[src/rtl/decomp_frame_ctrl.sv]
// Frame sequencer for the decompression engine: feeds blocks, flushes the tail, drains the pipe.
// Optional macro DFC_BACKPRESSURE_EN adds a downstream m_ready that stalls block and flush issue.
module decomp_frame_ctrl #(
  parameter int FLUSH_BLOCKS = 1,
  parameter int ENG_LATENCY  = 4,
  parameter int CNT_W        = 16
) (
  input  logic             clk,
  input  logic             rst_n,
  input  logic             start,
  input  logic             abort,
  input  logic [CNT_W-1:0] frame_blocks,
  input  logic             s_valid,
  output logic             s_ready,
  output logic             eng_valid,
  output logic             eng_sel_zero,
  input  logic             eng_dout_valid,
  output logic             busy,
  output logic             done,
  output logic [CNT_W-1:0] out_count,
`ifdef DFC_BACKPRESSURE_EN
  input  logic             m_ready,
`endif
  output logic             err
);

  localparam int FW = (FLUSH_BLOCKS > 1) ? $clog2(FLUSH_BLOCKS) : 1;
  localparam int DW = (ENG_LATENCY > 1) ? $clog2(ENG_LATENCY) : 1;
  localparam logic [FW-1:0] FL_LAST = FW'((FLUSH_BLOCKS > 0) ? FLUSH_BLOCKS - 1 : 0);
  localparam logic [DW-1:0] DR_LAST = DW'((ENG_LATENCY > 0) ? ENG_LATENCY - 1 : 0);

  typedef enum logic [1:0] {IDLE, RUN, FLUSH, DRAIN} state_t;

  state_t           state_q, state_d;
  logic [CNT_W-1:0] frame_q, frame_d;
  logic [CNT_W-1:0] blk_q, blk_d;
  logic [CNT_W-1:0] oc_q, oc_d;
  logic [FW-1:0]    fl_q, fl_d;
  logic [DW-1:0]    dr_q, dr_d;
  logic             err_q, err_d;
  logic             done_q, done_d;

  logic             mrdy;
  logic             hs;
  logic             fl_issue;
  logic [CNT_W-1:0] blk_inc;

`ifdef DFC_BACKPRESSURE_EN
  assign mrdy = m_ready;
`else
  assign mrdy = 1'b1;
`endif

  // Abort kills issue in the same cycle so nothing reaches the engine after it.
  assign s_ready      = (state_q == RUN) & mrdy & ~abort;
  assign hs           = s_valid & s_ready;
  assign fl_issue     = (state_q == FLUSH) & mrdy & ~abort;
  assign eng_valid    = hs | fl_issue;
  assign eng_sel_zero = (state_q == FLUSH);
  assign busy         = (state_q != IDLE);
  assign done         = done_q;
  assign out_count    = oc_q;
  assign err          = err_q;
  assign blk_inc      = blk_q + 1'b1;

  always_comb begin
    state_d = state_q;
    frame_d = frame_q;
    blk_d   = blk_q;
    oc_d    = oc_q;
    fl_d    = fl_q;
    dr_d    = dr_q;
    err_d   = err_q;
    done_d  = 1'b0;

    case (state_q)
      IDLE: begin
        if (start && !abort) begin
          if (frame_blocks != '0) begin
            state_d = RUN;
            frame_d = frame_blocks;
            blk_d   = '0;
            oc_d    = '0;
            err_d   = 1'b0;
          end else begin
            err_d   = 1'b1;
          end
        end
      end
      RUN: begin
        if (hs) begin
          blk_d = blk_inc;
          if (blk_inc == frame_q) begin
            state_d = (FLUSH_BLOCKS != 0) ? FLUSH : DRAIN;
            fl_d    = '0;
            dr_d    = '0;
          end
        end
      end
      FLUSH: begin
        if (fl_issue) begin
          if (fl_q == FL_LAST) begin
            state_d = DRAIN;
            dr_d    = '0;
          end else begin
            fl_d    = fl_q + 1'b1;
          end
        end
      end
      DRAIN: begin
        if (dr_q == DR_LAST) begin
          state_d = IDLE;
          done_d  = 1'b1;
        end else begin
          dr_d    = dr_q + 1'b1;
        end
      end
      default: state_d = IDLE;
    endcase

    // Engine output outside a frame is a protocol error and is not counted.
    if (eng_dout_valid) begin
      if (state_q != IDLE) oc_d  = oc_q + 1'b1;
      else                 err_d = 1'b1;
    end

    if (abort && state_q != IDLE) begin
      state_d = IDLE;
      done_d  = 1'b0;
    end
  end

  always_ff @(posedge clk or negedge rst_n) begin
    if (!rst_n) begin
      state_q <= IDLE;
      frame_q <= '0;
      blk_q   <= '0;
      oc_q    <= '0;
      fl_q    <= '0;
      dr_q    <= '0;
      err_q   <= 1'b0;
      done_q  <= 1'b0;
    end else begin
      state_q <= state_d;
      frame_q <= frame_d;
      blk_q   <= blk_d;
      oc_q    <= oc_d;
      fl_q    <= fl_d;
      dr_q    <= dr_d;
      err_q   <= err_d;
      done_q  <= done_d;
    end
  end

endmodule

[config.mk]
export PLATFORM = sky130hd
export DESIGN_NAME = decomp_frame_ctrl
export DESIGN_NICKNAME = d
export VERILOG_FILES = /design/src/rtl/decomp_frame_ctrl.sv
export SDC_FILE = /design/constraint.sdc
export NUM_CORES = 1
export LEC_CHECK = 0
export CORE_MARGIN = 3
export CORE_UTILIZATION = 50
export DETAILED_ROUTE_END_ITERATION = 10
export GPL_ROUTABILITY_DRIVEN = 0
export HOLD_SLACK_MARGIN = 0.1
export PLACE_DENSITY = 0.74
export SYNTH_ARGS = -nofsm -noshare
export SYNTH_HDL_FRONTEND = slang
export SYNTH_SLANG_ARGS = --single-unit
[constraint.sdc]
create_clock -name clk -period 2.9 [get_ports clk]
set_clock_uncertainty 0.1 [all_clocks]
set_input_delay 0.58 -clock clk [delete_from_list [all_inputs] [get_ports clk]]
set_output_delay 0.58 -clock clk [all_outputs]
set_load 0.005 [all_outputs]
---- Word-level counts from Yosys, hierarchy flattened ----
Cells that the tools add are included.
storage, ports and cells
  flip-flop bits (word level) ............. 55
  bits of input ports ..................... 22
  output and inout bits ................... 22
  word-level logic and storage cells ...... 87
operators by class
  $add $sub $neg .......................... 4
  equality and inequality tests ........... 19
  muxes and demuxes ....................... 37
  bitwise operators ....................... 5
  reductions and logical operators ........ 14
operators with widths
  kind                   number
  $mux 16                8
  $add 16x1->16 const B  2
  $pmux 16 s2            1
  $mux 2                 13
  $eq 16x16->1           1
  $reduce_bool 16->1     1
  $mux 1                 12
  $ne 2x2->1 const B     5
  $ne 3x3->1 const B     3
  $pmux 2 s4             1
  $reduce_and 4->1       2
  $reduce_and 7->1       1
  $eq 2x2->1 const B     3
  $ne 3x1->1 const B     2
  $ne 3x2->1 const B     2
  $pmux 2 s3             1
  $reduce_and 6->1       1
  $reduce_bool 2->1      3
  $ne 2x1->1 const B     2
  $and 1x1->1            3
  $reduce_and 3->1       1
  $reduce_bool 3->1      1
  $add 2x1->2 const B    1
  $eq 2x1->1 const B     1
  other kinds (7)        8

---- Logic depth before layout (Yosys ltp) ----
  depth after elaboration ................. 6
  depth in mapped cells ................... 9
  mapped depth without buffers ............ 9

---- Least setup slack after synthesis ----
No wires, ideal clock.
  path kind ............................... register to register
  start point ............................. reg blk_q[0]
  end point ............................... reg state_q[1]
  library setup time ...................... 124 ps
  arrival ................................. 2309 ps
  required time ........................... 2676 ps
  slack ................................... 367 ps
  cell stages (with the launch flop) ...... 9
  path buffers ............................ 0
  cell sequence ........................... dfrtp_1 -> ha_1 -> nand3_1 -> or4_4 -> nand2_1 -> o211ai_2 -> nor4_4 -> nor3_1 -> a211o_1
between the ends
  cells in the longest elaborated chain, start to end .. 4
ends and longest elaborated chain
  element                     RTL line  RTL
  start, declared             36        logic [CNT_W-1:0] blk_q, blk_d;
  start signal, assigned      146       blk_q <= blk_d;
  $add 16x1->16               64        assign blk_inc = blk_q + 1'b1;
  $eq 16x16->1                93        if (blk_inc == frame_q) begin
  $ne 3x1->1 (no line)        n/a
  $reduce_and 7->1 (no line)  n/a
  end signal, assigned        144       state_q <= state_d;
  end, declared               34        state_t state_q, state_d;
No other way between the ends.
A chain may end at the register's enable or synchronous reset.

---- Worst setup path in the final report ----
  start point ............................. reg blk_q[2]
  end point ............................... reg state_q[1]
Same word-level chain as after synthesis.

==> summary.txt <==
Logic synthesis
  – Count of warnings emitted by yosys: 0
  – #FFs+latches synth: 54
  – Top cells by area, synth: dfrtp_1 42%, mux2_2 5.7%, o21ai_0 4.1%
  – Mapped Area: 3180 um2
  – Ys async rst share: 100%
  – Mapped Cells: 329
  – Area share of the largest cell type after synthesis: 42.5%
  – Number of flops mapped to enable cells by yosys: 0
  – Mapped Nets: 358
  – Sequential-to-total area share from yosys stat: 42.5%
  – Top FF cell, synth: dfrtp_1
  – Avg Synthesized Cell Area: 9.67 um2
  – Post-synth top area cell: dfrtp_1
  – Post-synth cell types: 58

Timing
  – Final setup violation count: 0
  – Final hold vios: 0
  – Worst slew pin tran: 496 ps
  – Total negative slack: 0 ps
  – Slew HR: 67.0%
  – Crit share post-route: 91.8%
  – FMAX: 376 MHz
  – Period minus WS final: 2660 ps
  – Unrepaired setup endpoints after global routing: false
  – Min setup slack post-route: 237 ps
  – Max-slew violation count: 0

Setup path
  – Worst Path Max Fanout: 10
  – Critical path class: reg -> reg
  – Worst endpoint data arrival time: 2770 ps
  – Peak per-stage delay on the critical path: 520 ps
  – Startpoint Class: flip-flop
  – Worst EP required: 3010 ps
  – Crit path capture type: flip-flop
  – CP cell instances: and4_1, nand4_1, a32oi_1, o2111ai_2, nor4_4, nor3_1, a211o_1
  – Register-to-Register Path Depth: 7
  – Critical path's slowest cell: dfrtp_1

Drt
  – Pre-antenna DRT Iters: 4
  – Drc violations: 0
  – Via/cell ratio: 5.88
  – Routed WL: 7500 um
  – DRT antenna net count: 0
  – DR iter-0 viols: 75
  – Routed via count: 2688
  – DR WL/cell: 16.4 um

Clock tree
  – H-tree depth: 2
  – CTS clk-pin slew, worst paths: 110 ps
  – Num CTS Buffers: 5
  – CTS root buffer: clkbuf_8
  – CTS tree: built
  – CTS sink cnt: 54
  – Worst-skew pair later-pin latency: 320 ps
  – Clock buffer depth: 2

Pwr
  – Peak VDD IR: 0.438 mV
  – PD cells: 699 nW/um2
  – Leak: 1.61 nW
  – Pwr Total: 0.00271 W

Job
  – Max-Cap Viols: 0

Final layout
  – Area delta synth->final: 21.7%
  – Post-route cell area: 3870 um2
  – Layout Nets: 410
  – FF+latch area: 1350 um2
  – Fraction of layout cells with a size suffix above 1: 13.9%
  – Diode count: 0
  – Multi-input gate area: 1720 um2
  – FILL cells: 536

Die
  – # IOs: 44
  – Core area: 6030 um2
  – Rows: 28
  – Die height: 85.8 um
  – Die width: 85.8 um
  – Initial Utilization: 52.8%
  – Total die area: 7360 um2

Hold path
  – Hold path depth: 1
  – HP Class: reg -> reg

Place
  – Post-DP Area: 3750 um2
  – Pre-CTS setup slack: -9.82 ps
  – Hpwl dp: 5550 um
  – Count of buffers from port buffering: 43

Global routing
  – Tot GR Track Use: 21.8%
  – Total gr overflow: 0
  – Global-route wire length before repair: 12900 um
  – Vias in the first global route: 2755
  – Largest net degree at the start of global routing: 32
  – Initial antenna violation count: 0

Outcome
  – Status: complete, no violations
[per-stage QoR]
step | util (%) | std cells | hold WS (ps)
4_1_cts | 64.1 | 456 | 424
3_5_place_dp | 62.3 | 447 | 282
2_1_floorplan | - | 329 | 184
3_3_place_gp | 62.3 | 447 | 280
5_1_grt | 64.3 | 457 | 453
6_report | 64.3 | 457 | 419
[power by group]
| group | internal, W | switching, W | leakage (nW) |
|---|---|---|---|
| combinational | 0.000586 | 0.000578 | 0.853 |
| clock | 0.000181 | 0.000275 | 0.0506 |
| sequential | 0.000921 | 0.000165 | 0.709 |
| total | 0.00169 | 0.00102 | 1.61 |
[metal layers]
metal	GRT usage (%)	vias up	part of all wire, %
li1	-	1313	-
met1	28.0	1306	44
met2	38.3	56	51
met3	3.36	13	3.4
met4	5.47	0	1.5
met5	0	-	0
[worst paths after layout]
| check | start | endpoint | slack (ps) |
|---|---|---|---|
| setup / recovery | blk_q[2] | state_q[1] | 240 |
| hold / removal | out_count[13] | out_count[13] | 420 |
| setup reg to reg | blk_q[2] | state_q[1] | 240 |
| hold reg to reg | out_count[13] | out_count[13] | 420 |
| max in group asynchronous | rst_n | out_count[1] | 1620 |
| min in group asynchronous | rst_n | frame_q[5] | 490 |
[synth_stat cells (2+ instances only)]
cell type	number
buf_2	4
nand4_1	5
and3_1	6
or3_1	4
a21oi_1	13
o211ai_1	3
mux2_2	16
nor3b_1	2
clkbuf_1	8
nor4_1	8
o31ai_1	10
nand2b_1	4
mux2i_1	3
nor2_1	6
nand3_1	24
inv_1	14
buf_4	2
nor3_1	5
and2_1	5
o21ai_0	26
o22ai_1	6
dfrtp_1	54
nand2_1	29
xor2_1	11
and4_1	3
nor2b_1	8
ha_1	7
xnor2_1	13
[critical path: cells and delay by family, from the launching register on]
| kind | cells | cell delay (ps) |
|---|---|---|
| AO/OA/AOI/OAI | 3 | 750 |
| flip-flops | 1 | 520 |
| AND/OR/NAND/NOR | 4 | 1200 |
[cell families after synthesis]
group	Yosys count	share of synthesized area, %
AO/OA/AOI/OAI	78	16.2
multiplexers	19	6.60
buffers and inverters	28	3.69
AND/OR/NAND/NOR	119	21.7
flip-flops	54	42.5
adder cells (fa/ha/maj)	7	2.75
XOR/XNOR	24	6.60
[cell type report]
| class | instances | area share [%] |
|---|---|---|
| inverter | 14 | 1.36 |
| clock inverter | 3 | 0.743 |
| tap | 75 | 2.42 |
| clock buffer | 5 | 1.78 |
| timing repair buffer | 59 | 14.5 |
| sequential | 54 | 34.9 |
| multi-input combinational | 247 | 44.3 |
[sequential cells by signal, summed over array words and instances, names as in the netlist, named ones only]
name	flops
state_q	2
out_count	15
done	1
blk_q	16
frame_q	16
dr_q	2
[repair_timing]
action | in CTS | in global routing
hold buffers | 1 | 0
resized for setup | 0 | 1
endpoints found under the setup margin | 0 | 2
endpoints found under the hold margin | 2 | 0
buffers inserted | 0 | 1
[layout by cell type (no fill, tap or decap), drive strengths merged, types with 13 or more instances in the layout]
master	netlist	layout
xnor2	13	13
buf	6	16
nand3	24	24
a21oi	13	13
clkdlybuf4s50	0	42
dfrtp	54	54
nand2	29	29
o21ai	26	26
mux2	16	16
inv	14	16
Power figures use the tool's default switching activity.
